## config.mk

```make
export PLATFORM = sky130hd
export DESIGN_NAME = sum_of_products_neg_flat
export DESIGN_NICKNAME = d
export VERILOG_FILES = /design/src/rtl/sum_of_products_neg_if.sv /design/src/rtl/sum_of_products_neg.sv /design/src/flat_wrapper.sv
export SDC_FILE = /design/constraint.sdc
export NUM_CORES = 2
export LEC_CHECK = 0
export ABC_AREA = 0
export CORE_MARGIN = 1.5
export CORE_UTILIZATION = 37
export CTS_CLUSTER_DIAMETER = 150
export DETAILED_ROUTE_END_ITERATION = 7
export DONT_BUFFER_PORTS = 1
export GPL_TIMING_DRIVEN = 0
export PLACE_DENSITY_LB_ADDON = 0.08
export SLEW_MARGIN = 0
export SYNTH_ARGS = -nofsm -noshare
export SYNTH_HDL_FRONTEND = slang
export SYNTH_SLANG_ARGS = --single-unit
```

## constraint.sdc

```tcl
create_clock -name clk -period 11.19 [get_ports clk]
set_input_delay 2.238 -clock clk [delete_from_list [all_inputs] [get_ports clk]]
set_output_delay 2.238 -clock clk [all_outputs]
set_load 0.02 [all_outputs]
```

## src/rtl/sum_of_products_neg_if.sv

```systemverilog
// Sample/result bundle for sum_of_products_neg: lane operands in, registered sum,
// valid strobe and sticky overflow out.
interface sum_of_products_neg_if #(
    parameter int INPUT_WIDTH  = 14,
    parameter int NUM_LANES    = 4,
    parameter int OUTPUT_WIDTH = 40
);
    logic                              in_valid;
    logic                              acc_en;
    logic [NUM_LANES*INPUT_WIDTH-1:0]  a;
    logic [NUM_LANES*INPUT_WIDTH-1:0]  b;
    logic [OUTPUT_WIDTH-1:0]           y;
    logic                              out_valid;
    logic                              ovf;

    modport master (
        output in_valid, acc_en, a, b,
        input  y, out_valid, ovf
    );

    modport slave (
        input  in_valid, acc_en, a, b,
        output y, out_valid, ovf
    );
endinterface

```

## src/rtl/sum_of_products_neg.sv

```systemverilog
// NUM_LANES unsigned multipliers into an adder tree with an optional saturating or
// wrapping accumulator; every register is clocked on the falling edge of clk.
module sum_of_products_neg #(
    parameter int INPUT_WIDTH  = 14,
    parameter int NUM_LANES    = 4,
    parameter int OUTPUT_WIDTH = 40,
    parameter int SATURATE     = 1
) (
    input  logic                 clk,
    input  logic                 reset,
    sum_of_products_neg_if.slave bus
);
    localparam int PROD_W = 2 * INPUT_WIDTH;
    localparam int SUM_W  = PROD_W + $clog2(NUM_LANES);
    localparam int VEC_W  = NUM_LANES * INPUT_WIDTH;

    if (NUM_LANES < 1 || NUM_LANES > 16) begin : g_bad_lanes
        $error("sum_of_products_neg: NUM_LANES must be in 1..16");
    end
    if (OUTPUT_WIDTH < SUM_W) begin : g_bad_width
        $error("sum_of_products_neg: OUTPUT_WIDTH too narrow for the full sum");
    end

    // Resolve an accumulator overflow: clamp to all ones or keep the low bits.
    function automatic logic [OUTPUT_WIDTH-1:0] acc_limit(input logic [OUTPUT_WIDTH:0] t);
        if (t[OUTPUT_WIDTH] && SATURATE != 0) begin
            return '1;
        end
        return t[OUTPUT_WIDTH-1:0];
    endfunction

    logic [VEC_W-1:0]        a_p0, b_p0;
    logic                    vld_p0, acc_p0;
    logic [PROD_W-1:0]       prod_p1 [NUM_LANES];
    logic                    vld_p1, acc_p1;
    logic [SUM_W-1:0]        sum_p2;
    logic                    vld_p2, acc_p2;
    logic [OUTPUT_WIDTH-1:0] y_q;
    logic                    out_valid_q;
    logic                    ovf_q;

    logic [SUM_W-1:0]        tree_sum;
    logic [OUTPUT_WIDTH:0]   acc_sum;

    // S0: capture operands and control for this sample
    always_ff @(negedge clk or negedge reset) begin
        if (!reset) begin
            a_p0   <= '0;
            b_p0   <= '0;
            vld_p0 <= 1'b0;
            acc_p0 <= 1'b0;
        end else begin
            a_p0   <= bus.a;
            b_p0   <= bus.b;
            vld_p0 <= bus.in_valid;
            acc_p0 <= bus.acc_en;
        end
    end

    // S1: per-lane full-width products
    always_ff @(negedge clk or negedge reset) begin
        if (!reset) begin
            for (int i = 0; i < NUM_LANES; i++) begin
                prod_p1[i] <= '0;
            end
            vld_p1 <= 1'b0;
            acc_p1 <= 1'b0;
        end else begin
            for (int i = 0; i < NUM_LANES; i++) begin
                prod_p1[i] <= a_p0[i*INPUT_WIDTH +: INPUT_WIDTH] * b_p0[i*INPUT_WIDTH +: INPUT_WIDTH];
            end
            vld_p1 <= vld_p0;
            acc_p1 <= acc_p0;
        end
    end

    always_comb begin
        tree_sum = '0;
        for (int i = 0; i < NUM_LANES; i++) begin
            tree_sum = tree_sum + SUM_W'(prod_p1[i]);
        end
    end

    // S2: lane sum, wide enough that it can never carry out
    always_ff @(negedge clk or negedge reset) begin
        if (!reset) begin
            sum_p2 <= '0;
            vld_p2 <= 1'b0;
            acc_p2 <= 1'b0;
        end else begin
            sum_p2 <= tree_sum;
            vld_p2 <= vld_p1;
            acc_p2 <= acc_p1;
        end
    end

    always_comb begin
        acc_sum = {1'b0, y_q} + (OUTPUT_WIDTH + 1)'(sum_p2);
    end

    // S3: load or accumulate; bubbles leave y and ovf untouched
    always_ff @(negedge clk or negedge reset) begin
        if (!reset) begin
            y_q         <= '0;
            out_valid_q <= 1'b0;
            ovf_q       <= 1'b0;
        end else begin
            out_valid_q <= vld_p2;
            if (vld_p2) begin
                if (!acc_p2) begin
                    y_q   <= OUTPUT_WIDTH'(sum_p2);
                    ovf_q <= 1'b0;
                end else begin
                    y_q <= acc_limit(acc_sum);
                    if (acc_sum[OUTPUT_WIDTH]) begin
                        ovf_q <= 1'b1;
                    end
                end
            end
        end
    end

    assign bus.y         = y_q;
    assign bus.out_valid = out_valid_q;
    assign bus.ovf       = ovf_q;
endmodule

```

## src/flat_wrapper.sv

```systemverilog
// flat-port wrapper written by rule: the top's interface ports become plain ports
module sum_of_products_neg_flat 
#(
    parameter int INPUT_WIDTH  = 14,
    parameter int NUM_LANES    = 4,
    parameter int OUTPUT_WIDTH = 40,
    parameter int SATURATE     = 1
)
  (clk, reset, bus_in_valid, bus_acc_en, bus_a, bus_b, bus_y, bus_out_valid, bus_ovf);
  sum_of_products_neg_if #(.INPUT_WIDTH(INPUT_WIDTH), .NUM_LANES(NUM_LANES), .OUTPUT_WIDTH(OUTPUT_WIDTH)) bus_i ();
  input  logic clk;
  input  logic reset;
  input wire logic [$bits(bus_i.in_valid)-1:0] bus_in_valid;
  input wire logic [$bits(bus_i.acc_en)-1:0] bus_acc_en;
  input wire logic [$bits(bus_i.a)-1:0] bus_a;
  input wire logic [$bits(bus_i.b)-1:0] bus_b;
  output wire logic [$bits(bus_i.y)-1:0] bus_y;
  output wire logic [$bits(bus_i.out_valid)-1:0] bus_out_valid;
  output wire logic [$bits(bus_i.ovf)-1:0] bus_ovf;
  assign bus_i.in_valid = bus_in_valid;
  assign bus_i.acc_en = bus_acc_en;
  assign bus_i.a = bus_a;
  assign bus_i.b = bus_b;
  assign bus_y = bus_i.y;
  assign bus_out_valid = bus_i.out_valid;
  assign bus_ovf = bus_i.ovf;
  sum_of_products_neg #(.INPUT_WIDTH(INPUT_WIDTH), .NUM_LANES(NUM_LANES), .OUTPUT_WIDTH(OUTPUT_WIDTH), .SATURATE(SATURATE)) u_core (.clk(clk), .reset(reset), .bus(bus_i));
endmodule
```

==> metrics.txt <==
outcome finished clean; row cnt 119; Non-Filler Instances 5647; vias in the first global route 29980; syn avg cell area around 9.5 um2; final-report hold violation count 0; hold path cells 0; dominant cells by area after synthesis fa_1 30%, dfrtn_1 19%, ha_1 14%; skew final just under 0.02 ns; mapped cell area 39590 um2; clk buf depth 3; crit path max fanout 7; share of the synthesized area in the top cell type 30.09%; core area 105700 um2; final slew viol count 0; post-synthesis instance total 4183; ys flop type dfrtn_1; Net Count, Synth 5348; # IOs 158; Placed Cells 5574; Max Cap Violations 0; Synth area leader fa_1; layout cells sized above 1 2.256%; final setup vio count 0; slew margin rel. 42.06%; ys async rst share 100.0%; dpl hpwl 87910 um; Overflow after GRT 0; Die Span Y 330.1 um; Worst setup SP type flip-flop; worst skew pair latency 0.60 ns; post-CTS setup buffer count 0; multi-input gate area in the final layout ~28000 um2; initial antenna violation count 5; area delta synth->final 8.002%; # hold bufs at CTS 0; Port Buf Inserts 0; number of vias per cell 4.891; Nets 5390; Post-synth top cells 818 x inv_1, 595 x fa_1, 517 x nand2_1; final core utilization between 40% and 50%; Initial Utilization 37.45%; EDFF count, synth 0; H-tree depth 2; synth unique cells 74; RSZ-0062 raised after global routing false; WP depth 0; wirelength, routed about 110000 um; Clock Sink Count around 300; Worst EP arrival 6.83 ns; CP Capture Type output port; top-count cell post-synth inv_1; CTS buffer count 40; detailed-route via count 27620; maximum number of pins on one net before global-route repair around 300; GPL Wtd Cong 0.8541; sequential-to-total area share from yosys stat 19.09%; WS Path Type reg -> out; clk root buf clkbuf_16; Worst Tran Pin Value 0.8691 ns; YS warnings 0; Detail Route Antenna Nets 0; fillers 10770; n_diodes 0; DRT Pass-1 Iters 5; post-CTS sizing 0; register area 7557 um2; DRC Markers 0; Worst Reg2Reg Path Length in Cells 21; Worst-path clk slew about 0.05 ns; Hold Crit Class reg -> reg; first-pass GRT wire length 171300 um; Routed WL per cell 18.94 um; clock tree from TritonCTS yes; Yosys reg bits 302; full die area 109000 um2; chip width 330.1 um; WP data required 8.95 ns; GRT Total Usage 20.57%; final setup TNS 0 ns; DRC violation total after the first TritonRoute iteration 1137
==> final cells by class <==
class                      instances  area share [%]
inverter                         819           7.189
buffer                           137           1.208
clock inverter                    21          0.7257
tap                             1391           4.070
sequential                       302           17.67
clock buffer                      52           2.613
multi-input combinational       2925           66.52
==> logic make-up (layout without fill, tap and decap cells) <==
family	count (synthesis)	count (layout)	share of synthesized area, %
and+or+nand+nor	1132	1132	14.00
adders and majority gates	1049	1049	44.43
buffers and inverters	956	1029	9.070
AOI/OAI and AO/OA	569	569	9.516
DFF	302	302	19.09
xor gates and xnor gates	172	172	3.805
muxes	3	3	0.08848
==> registers in the layout (all words and copies together) (netlist names) <==
signal / flops
u_core.vld_p0: 1
u_core.vld_p1: 1
u_core.acc_p2: 1
u_core.prod_p1: 112
u_core.bus.y: 40
u_core.vld_p2: 1
u_core.a_p0: 56
u_core.bus.out_valid: 1
u_core.b_p0: 56
u_core.acc_p0: 1
u_core.acc_p1: 1
u_core.sum_p2: 30
u_core.bus.ovf: 1
==> layout by cell type (no fill, tap or decap), drive strengths merged, types with 10 or more instances in the layout <==
master,netlist,routed
o221ai,13,13
o21ai,110,110
clkinv,1,10
inv,818,818
a31oi,27,27
and3,24,24
nor3,34,34
fa,595,595
a21oi,162,162
and2,370,370
xor2,49,49
nand3,23,23
ha,454,454
o21bai,21,21
xnor2,123,123
nor2b,17,17
a211oi,14,14
a21o,97,97
o211ai,10,10
clkbuf,132,184
nor2,85,85
dfrtn,302,302
o22ai,14,14
o21a,20,20
nand2b,19,19
nand2,517,517
==> final timing paths <==
| kind | slack, ns | from | end |
|---|---|---|---|
| worst max register to register | 4.10 | u_core.a_p0[21]$_DFF_NN0_ | u_core.prod_p1[82]$_DFF_NN0_ |
| worst max-delay path | 2.12 | u_core.bus.y[32]$_DFFE_NN0P_ | bus_y[32] |
| worst min-delay path | 0.30 | u_core.vld_p0$_DFF_NN0_ | u_core.vld_p1$_DFF_NN0_ |
| worst min register to register | 0.30 | u_core.vld_p0$_DFF_NN0_ | u_core.vld_p1$_DFF_NN0_ |
| max in group asynchronous | 3.62 | reset | u_core.prod_p1[9]$_DFF_NN0_ |
| min in group asynchronous | 6.82 | reset | u_core.a_p0[42]$_DFF_NN0_ |
==> worst register-to-register path, stage by stage (launching register included) <==
cell and delay (ns):
dfrtn_1 0.49, clkbuf_1 0.64, nand2_1 0.18, fa_1 0.62, fa_1 0.46, fa_1 0.55, inv_1 0.05, fa_1 0.40
fa_1 0.52, inv_1 0.05, fa_1 0.47, inv_1 0.04, ha_1 0.34, a21oi_1 0.15, o21bai_1 0.08, a2111oi_0 0.56
o41ai_1 0.16, a31o_2 0.27, a2111oi_1 0.45, o21bai_1 0.14, a21oi_1 0.19, xnor2_1 0.13
==> per-stage QoR <==
step | hold WS (ns) | setup slack [ns] | area (um2)
floorplan | 0.2917 | 2.803 | 39590
global placement | 0.2945 | 2.718 | 41330
detailed placement | 0.3017 | 2.720 | 41330
CTS | 0.3015 | 2.069 | 42760
global route | 0.3028 | 2.058 | 42760
finish | 0.3036 | 2.122 | 42760
==> routing by layer <==
layer | share of wire (%) | up-vias | routed length, um | track usage [%]
met5 | 0.012 | - | 13 | 0
met4 | 2.6 | 2 | 2751 | 5.708
met3 | 3.9 | 132 | 4177 | 2.859
met2 | 49 | 471 | 52070 | 35.13
met1 | 45 | 13830 | 47960 | 27.20
li1 | - | 13180 | - | -
Power is left out: the tool's default activity adds up to more than one toggle a clock period on the data nets, which glitch-free logic cannot reach.
